$ cat src/rtl/rr_mux_n_pkg.sv
// Shared constants for the channel mux: mode encodings and the index-width helper.
package rr_mux_n_pkg;

  typedef enum logic {
    MODE_FIXED = 1'b0,
    MODE_RR    = 1'b1
  } mode_e;

  // Returns ceil(log2(v)); used to size channel indices.
  function automatic int unsigned clog2(input int unsigned v);
    int unsigned r;
    r = 0;
    for (int unsigned i = 0; i < 32; i++) begin
      if ((32'd1 << i) < v) r = i + 1;
    end
    return r;
  endfunction

endpackage

$ cat src/rtl/rr_mux_n_if.sv
// Channel-input / single-output bus of the round-robin mux.
interface rr_mux_n_if
  import rr_mux_n_pkg::*;
#(
  parameter int unsigned WIDTH = 16,
  parameter int unsigned N     = 8
);
  localparam int unsigned SEL_W = clog2(N);

  logic [N*WIDTH-1:0] in_data;
  logic [N-1:0]       in_valid;
  logic [N-1:0]       in_ready;
  mode_e              mode;
  logic [SEL_W-1:0]   sel;
  logic [WIDTH-1:0]   out_data;
  logic [SEL_W-1:0]   out_src;
  logic               out_valid;
  logic               out_ready;

  modport slave (
    input  in_data, in_valid, mode, sel, out_ready,
    output in_ready, out_data, out_src, out_valid
  );

  modport master (
    output in_data, in_valid, mode, sel, out_ready,
    input  in_ready, out_data, out_src, out_valid
  );
endinterface

$ cat src/rtl/rr_mux_n_pick.sv
// Combinational round-robin search: first requester after ptr, wrapping through ptr.
module rr_pick #(
  parameter int unsigned N     = 8,
  parameter int unsigned SEL_W = 3
) (
  input  logic [N-1:0]     req,
  input  logic [SEL_W-1:0] ptr,
  output logic             gnt_vld,
  output logic [SEL_W-1:0] gnt_idx
);

  always_comb begin
    int unsigned idx;
    gnt_vld = 1'b0;
    gnt_idx = '0;
    idx     = 0;
    for (int unsigned i = 1; i <= N; i++) begin
      idx = (32'(ptr) + i) % N;
      if (!gnt_vld && req[SEL_W'(idx)]) begin
        gnt_vld = 1'b1;
        gnt_idx = SEL_W'(idx);
      end
    end
  end

endmodule

$ cat src/rtl/rr_mux_n.sv
// N-channel mux with fixed-select or round-robin grant and a one-item output register.
module rr_mux_n
  import rr_mux_n_pkg::*;
#(
  parameter int unsigned WIDTH = 16,
  parameter int unsigned N     = 8
) (
  input logic        clk,
  input logic        rst,
  rr_mux_n_if.slave  bus
);
  localparam int unsigned SEL_W = clog2(N);

  logic             load_en;
  logic             pick_vld;
  logic [SEL_W-1:0] pick_idx;
  logic             gnt_vld;
  logic [SEL_W-1:0] gnt_idx;
  logic [WIDTH-1:0] gnt_data;
  logic [N-1:0]     rdy;
  logic             xfer;

  logic             valid_q, valid_d;
  logic [WIDTH-1:0] data_q,  data_d;
  logic [SEL_W-1:0] src_q,   src_d;
  logic [SEL_W-1:0] ptr_q,   ptr_d;

  rr_pick #(.N(N), .SEL_W(SEL_W)) u_pick (
    .req     (bus.in_valid),
    .ptr     (ptr_q),
    .gnt_vld (pick_vld),
    .gnt_idx (pick_idx)
  );

  assign load_en = !valid_q || bus.out_ready;

  always_comb begin
    if (bus.mode == MODE_RR) begin
      gnt_vld = pick_vld;
      gnt_idx = pick_idx;
    end else begin
      gnt_vld = (32'(bus.sel) < N);
      gnt_idx = bus.sel;
    end
  end

  // Ready is gated by reset so nothing is accepted while the stage is being cleared.
  always_comb begin
    rdy = '0;
    if (!rst && gnt_vld && load_en) rdy = N'(1) << gnt_idx;
  end

  assign xfer = |(bus.in_valid & rdy);

  always_comb begin
    gnt_data = '0;
    for (int unsigned k = 0; k < N; k++) begin
      if (SEL_W'(k) == gnt_idx) gnt_data = bus.in_data[k*WIDTH +: WIDTH];
    end
  end

  always_comb begin
    valid_d = valid_q;
    data_d  = data_q;
    src_d   = src_q;
    ptr_d   = ptr_q;
    if (xfer) begin
      valid_d = 1'b1;
      data_d  = gnt_data;
      src_d   = gnt_idx;
      if (bus.mode == MODE_RR) ptr_d = gnt_idx;
    end else if (bus.out_ready) begin
      valid_d = 1'b0;
    end
  end

  always_ff @(posedge clk) begin
    if (rst) begin
      valid_q <= 1'b0;
      data_q  <= '0;
      src_q   <= '0;
      ptr_q   <= SEL_W'(N - 1);
    end else begin
      valid_q <= valid_d;
      data_q  <= data_d;
      src_q   <= src_d;
      ptr_q   <= ptr_d;
    end
  end

  assign bus.in_ready  = rdy;
  assign bus.out_valid = valid_q;
  assign bus.out_data  = data_q;
  assign bus.out_src   = src_q;

endmodule

$ cat src/flat_wrapper.sv
// flat-port wrapper written by rule: the top's interface ports become plain ports
module rr_mux_n_flat import rr_mux_n_pkg::*;
#(
  parameter int unsigned WIDTH = 16,
  parameter int unsigned N     = 8
)
  (clk, rst, bus_in_data, bus_in_valid, bus_mode, bus_sel, bus_out_ready, bus_in_ready, bus_out_data, bus_out_src, bus_out_valid);
  rr_mux_n_if #(.WIDTH(WIDTH), .N(N)) bus_i ();
  input logic clk;
  input logic rst;
  input wire logic [$bits(bus_i.in_data)-1:0] bus_in_data;
  input wire logic [$bits(bus_i.in_valid)-1:0] bus_in_valid;
  input wire logic [$bits(bus_i.mode)-1:0] bus_mode;
  input wire logic [$bits(bus_i.sel)-1:0] bus_sel;
  input wire logic [$bits(bus_i.out_ready)-1:0] bus_out_ready;
  output wire logic [$bits(bus_i.in_ready)-1:0] bus_in_ready;
  output wire logic [$bits(bus_i.out_data)-1:0] bus_out_data;
  output wire logic [$bits(bus_i.out_src)-1:0] bus_out_src;
  output wire logic [$bits(bus_i.out_valid)-1:0] bus_out_valid;
  assign bus_i.in_data = bus_in_data;
  assign bus_i.in_valid = bus_in_valid;
  assign bus_i.mode = bus_mode;
  assign bus_i.sel = bus_sel;
  assign bus_i.out_ready = bus_out_ready;
  assign bus_in_ready = bus_i.in_ready;
  assign bus_out_data = bus_i.out_data;
  assign bus_out_src = bus_i.out_src;
  assign bus_out_valid = bus_i.out_valid;
  rr_mux_n #(.WIDTH(WIDTH), .N(N)) u_core (.clk(clk), .rst(rst), .bus(bus_i));
endmodule
$ cat config.mk
export PLATFORM = sky130hd
export DESIGN_NAME = rr_mux_n_flat
export DESIGN_NICKNAME = d
export VERILOG_FILES = /design/src/rtl/rr_mux_n_pkg.sv /design/src/rtl/rr_mux_n_if.sv /design/src/rtl/rr_mux_n_pick.sv /design/src/rtl/rr_mux_n.sv /design/src/flat_wrapper.sv
export SDC_FILE = /design/constraint.sdc
export NUM_CORES = 1
export LEC_CHECK = 0
export ABC_AREA = 1
export ABC_CLOCK_PERIOD_IN_PS = 4000
export BUFFER_PORTS_ARGS = -buffer_cell sky130_fd_sc_hd__buf_2
export CORE_MARGIN = 2
export CORE_UTILIZATION = 46
export CTS_CLUSTER_SIZE = 10
export DETAILED_ROUTE_END_ITERATION = 6
export PLACE_DENSITY = 0.83
export SLEW_MARGIN = 30
export SYNTH_ARGS = -nofsm -noshare
export SYNTH_HDL_FRONTEND = slang
export SYNTH_SLANG_ARGS = --single-unit
$ cat constraint.sdc
create_clock -name clk -period 4 [get_ports clk]
set_input_delay 0.8 -clock clk [delete_from_list [all_inputs] [get_ports clk]]
set_output_delay 0.8 -clock clk [all_outputs]
set_load 0.01 [all_outputs]
; ---- Word level (Yosys, flattened, before mapping)
; Cells that the tools add are included.
[totals]
ff_bits = 23
latchBits = 0
ram_bits = 0
mem_bits_ro = 0
input_bits = 143
output_inout_bits = 28
wordCells = 97
mem_count = 0
[op_classes]
n_addsub = 8
mul = 0
n_div = 0
n_lt_le_gt_ge = 8
eq_ne = 7
n_shift = 1
muxes = 45
bitwise_logic = 1
reduce_logical = 23
[ops]
columns = op, count
row1 = $mux 16, 8
row2 = $lt 3x4->1 const B, 8
row3 = $mux 3, 9
row4 = $bmux 1 s3, 8
row5 = $mux 1, 19
row6 = $add 3x3->3 const B, 4
row7 = $eq 3x3->1 const A, 4
row8 = $logic_and 1x1->1, 9
row9 = $logic_not 1->1, 9
row10 = $and 8x8->8, 1
row11 = $mux 8, 1
row12 = $reduce_or 8->1, 1
row13 = $shl 1x3->8 const A, 1
row14 = $add 3x1->3 const B, 2
row15 = $add 3x2->3 const B, 2
row16 = $eq 2x3->1 const A, 2
row17 = $eq 1x3->1 const A, 1
row18 = $logic_not 3->1, 1
row19 = $reduce_and 2->1, 1
row20 = $reduce_bool 2->1, 1
row21 = $logic_or 1x1->1, 1

; ---- Depth between registers and ports, before layout
[depth]
ltp_word = 35
ltp_mapped = 28
depth_no_buf = 26

; ---- Modules after synthesis
; Synthesis repeated with hierarchy kept, for this count alone.
[unflattened]
cells_unflattened = 541
hier_area_um2 = 2920.3
[by_module_without_submodules]
columns = mod, n_inst, cells_each, area_per_inst_um2, seq_area_each_um2
row1 = rr_mux_n, 1, 399, 2157.1, 460.4
row2 = rr_pick, 1, 142, 763.2, 0.0

; ---- Worst setup path before layout
; Ideal clock, no wire load.
[synth_path]
kind = register to output
start = reg u_core.ptr_q[1]
end = out bus_in_ready[3]
arrival_time_ns = 2.737
required_time_ns = 3.200
setup_slack_ns = 0.463
path_stages_with_launch = 22
n_path_buf = 2
cell_sequence = dfxtp_1 > buf_4 > inv_4 > ha_1 > inv_2 > nand3_1 > nand3_2 > nand2_4 > nor2_4 > nand4_2 > nor2_4 > nand3_2 > nand2_1 > inv_1 > nand2_1 > nand2_2 > nand2_4 > nand2_2 > inv_1 > nand2_1 > buf_2 > nor2_1
[synth_via]
elab_chain_cells = 29
elab_cells_between_ends = 60
cone_classes = 8 x add/sub / 1 x shift / 35 x mux / 16 x reduce/logical
[synth_lines]
columns = element, line_no
row1 = start: declaration, rr_mux_n.sv:26  ; logic [SEL_W-1:0] ptr_q, ptr_d;
row2 = start signal: assignment, rr_mux_n.sv:82  ; ptr_q <= SEL_W'(N - 1);
row3 = start signal: assignment, rr_mux_n.sv:87  ; ptr_q <= ptr_d;
row4 = $add 3x1->3, rr_mux_n_pick.sv:18  ; idx = (32'(ptr) + i) % N;
row5 = $bmux 1 s3, rr_mux_n_pick.sv:19  ; if (!gnt_vld && req[SEL_W'(idx)]) begin
row6 = $mux 1 (not written as such), rr_mux_n_pick.sv:19
row7 = $mux 1, rr_mux_n_pick.sv:19
row8 = $logic_not 1->1, rr_mux_n_pick.sv:19
row9 = $logic_and 1x1->1, rr_mux_n_pick.sv:19
row10 = $mux 1, rr_mux_n_pick.sv:19
row11 = $logic_not 1->1, rr_mux_n_pick.sv:19
row12 = [12 not listed], -
row13 = $logic_and 1x1->1, rr_mux_n_pick.sv:19
row14 = $mux 1, rr_mux_n_pick.sv:19
row15 = $logic_not 1->1, rr_mux_n_pick.sv:19
row16 = $logic_and 1x1->1, rr_mux_n_pick.sv:19
row17 = $mux 1, rr_mux_n_pick.sv:19
row18 = $mux 1, rr_mux_n.sv:38  ; if (bus.mode == MODE_RR) begin
row19 = $logic_and 1x1->1 (2 in series), rr_mux_n.sv:50  ; if (!rst && gnt_vld && load_en) rdy = N'(1) << gnt_idx;
row20 = $mux 8 *, rr_mux_n.sv:50
row21 = end: declaration, flat_wrapper.sv:16  ; output wire logic [$bits(bus_i.in_ready)-1:0] bus_in_ready;
; Mark *: on every way between the ends. The rest lies on a longest branch, timed or not. The select of a mux whose other input is x is not followed.

; ---- Final worst setup path
; Same ends and word-level chain as after synthesis.

==> results.yml <==
pwr:
  switching_share: 0.599
  p_comb_frac: 0.883
  p_switching_uw: 2570
  power_leakage_uw: 0.00229
  p_clk_frac: 0.034
  power.internal_uw: 1720
  ir_drop_v: 0.000606
  power.density_mw_per_mm2: 1050
  power.sequential.fraction: 0.083
detailed_routing:
  vias_per_cell: 5.56
  drt_iter0_markers: 346
  num_vias: 4345
  post_drt_wl_per_cell_um: 15.4
  drtPass1Iterations: 5
  drtAntennaViolNets: 0
  drt-total-wl_mm: 12.0
  drc: 0
run_status:
  status: "completed"
timing:
  setup_viol: 0
  post-route-min-period_ns: 3.84
  clock_skew_ns: 0.0110
  fin_crit_sh: 0.960
  maxSlewHeadroom: 0.651
  setup_slack_ns: 0.162
  tightest_slew_ns: 0.524
  timing_hold_violations_final: 0
  maxSlewViolCount: 0
  clock.fmax_mhz: 261
cts:
  clkTransAtPathRegs_ns: 0.08
  clk_latency_ns: 0.27
  cts_tree: "done"
  clockBufferDepth: 2
  clock_sinks: 23
  cts_buffers: 3
  htree_num_levels: 1
  cts-root-buf: "clkbuf_8"
logic_synthesis:
  avgSynthCellArea_um2: 5.69
  synth_area_mm2: 0.00302
  synthCells: 531
  syn_nets: 676
  ys_ff_latch: 23
  synth_xor_area_frac: 0.0137
  synthMuxAreaShare: 0
  synthAdderAreaFrac: 0.00829
  ys_types: 38
  seq_area_frac_synth: 0.152
  ys_warn_count: 0
  synth_compound_area_frac: 0.0920
  yosys.area_share.simple: 0.616
  synth_top_family_by_area: "simple AND/OR/NAND/NOR gates"
placed_design:
  hpwl_mm: 9.72
  port_buffers: 170
  place.gp.congestion: 1.02
  place_ws_ns: 0.195
  place_area_mm2: 0.00393
global_route:
  grt_pass1_wl_mm: 18.3
  grtUsageTotal: 0.317
  grt_max_degree: 38
  antenna_found_initial: 0
  grt_pass1_vias: 4017
  grt.overflow.total: 0
setup_path:
  start_kind: "flip-flop"
  cp_common_cell: "nand2_1"
  worstSetupPathDepth: 20
  cp.required_ns: 3.20
  critPathTopFamily: "simple AND/OR/NAND/NOR gates"
  cp.arrival_ns: 3.04
  max_stage_delay_ns: 0.35
  end_kind: "output port"
  cp_slowest_cell: "ha_2"
  rr_worst_depth: 25
  rrSetupSlack_ns: 0.32
  critical_path_class: "reg2out"
  crit_buf_inv: 5
  worstPathMaxFanout: 9
  crit_chain: "inv_4 > ha_2 > inv_4 > nand3_1 > nand3_2 > nand2_4 > nor2_4 > nand4_2 > nor2_4 > nand3_2 > nand2_1 > inv_1 > nand2_1 > nand2_2 > nand2_8 > nand2_2 > inv_1 > nand2_1 > nor2_1 > buf_2"
die:
  num_rows: 29
  core_area_mm2: 0.00635
  floorplan.initialDensity: 0.476
  pin_count: 171
  dieArea_mm2: 0.00723
  die_x_um: 85.0
  die_h_um: 85.0
final_layout:
  area_growth_pct: 35.7
  final_cell_area_mm2: 0.00410
  final_common_cell: "buf_2"
  insertedDiodeCount: 0
  drive_gt1_frac: 0.361
  nets: 850
  final_cell_mix: "buf_2 (170), nand2_1 (165), nand3_1 (69)"
hold_path:
  worstHoldPathCells: 2
  hp-class: "reg2reg"
run:
  maxCapViolCount: 0
[metal layers]
metal,part of all wire,global-route usage,vias to the layer above
met2,0.49,0.555,278
li1,-,-,2086
met1,0.37,0.372,1935
met5,0,0,-
met3,0.083,0.0379,46
met4,0.052,0.177,0
[registers in the layout (all words and copies together) (netlist names)]
register,cells
u_core.bus.out_src,3
u_core.ptr_q,3
u_core.bus.out_valid,1
u_core.bus.out_data,16
[cells in the mapped netlist (all sizes together)]
library cell,number,area [µm²]
dfxtp,23,460
xor2,1,16.3
ha,2,25.0
clkbuf,6,22.5
nand3b,10,75.1
buf,18,124
o21a,1,7.51
nor3,7,35.0
nor4,1,6.26
nand3,76,415
nor2,73,358
xnor2,2,25.0
inv,54,210
o21bai,3,33.8
a21oi,20,134
nand4,40,256
nand2,176,713
o22ai,1,6.26
a31oi,1,12.5
o21ai,16,83.8
[area by class of cell]
cell class                      count  area (µm²)
Clock buffer                        3        41.3
Clock inverter                      1        5.00
Fill cell                         620        2250
Inverter                           54         215
Multi-Input combinational cell    430        2220
Sequential cell                    23         463
Tap cell                           77        96.3
Timing Repair Buffer              193        1060
[per-stage QoR]
stage / hold WS (ns) / instances / total power (µW) / util / setup TNS [ns]
floorplan: 0.500 / 531 / 3040 / - / 0
global placement: 0.495 / 767 / 3820 / 0.619 / 0
detailed placement: 0.492 / 767 / 3830 / 0.619 / 0
CTS: 0.507 / 771 / 3990 / 0.626 / 0
global route: 0.530 / 781 / 4670 / 0.646 / -0.0127
finish: 0.515 / 781 / 4300 / 0.646 / 0
[repair_timing]
item / in CTS / in global routing
hold buffers: 0 / 0
gates resized for setup: 0 / 9
setup buffers: 0 / 10
setup endpoints to repair: 0 / 18
[worst register-to-register path, delay by kind of cell, from the launching register on]
kind,cells,cell delay (ns)
adders and majority gates,1,0.43
DFF,1,0.36
and+or+nand+nor,19,2.17
buffers and inverters,5,0.58
[power by group through the flow]
stage          Sequential, µW  Combinational [µW]  Clock (µW)
2_1_floorplan             370                2670           0
3_3_place_gp              355                3460           0
3_5_place_dp              354                3470           0
4_1_cts                   351                3490         146
5_1_grt                   365                4150         155
6_report                  358                3790         145
[kinds of logic (layout without fill, tap and decap cells)]
kind of cell,after synthesis,in the layout
XOR/XNOR,3,3
buffers and inverters,78,251
adder cells (fa/ha/maj),2,2
flip-flops,23,23
AND/OR/NAND/NOR,383,383
AO/OA/AOI/OAI,42,42
[path summary, 6_finish.rpt]
kind                                 to                   from
setup / recovery        bus_in_ready[3]        u_core.ptr_q[1]
hold / removal    u_core.bus.out_src[0]  u_core.bus.out_src[0]
setup reg to reg        u_core.ptr_q[1]        u_core.ptr_q[1]
hold reg to reg   u_core.bus.out_src[0]  u_core.bus.out_src[0]
Note: power is estimated with default switching activity, not from simulation.
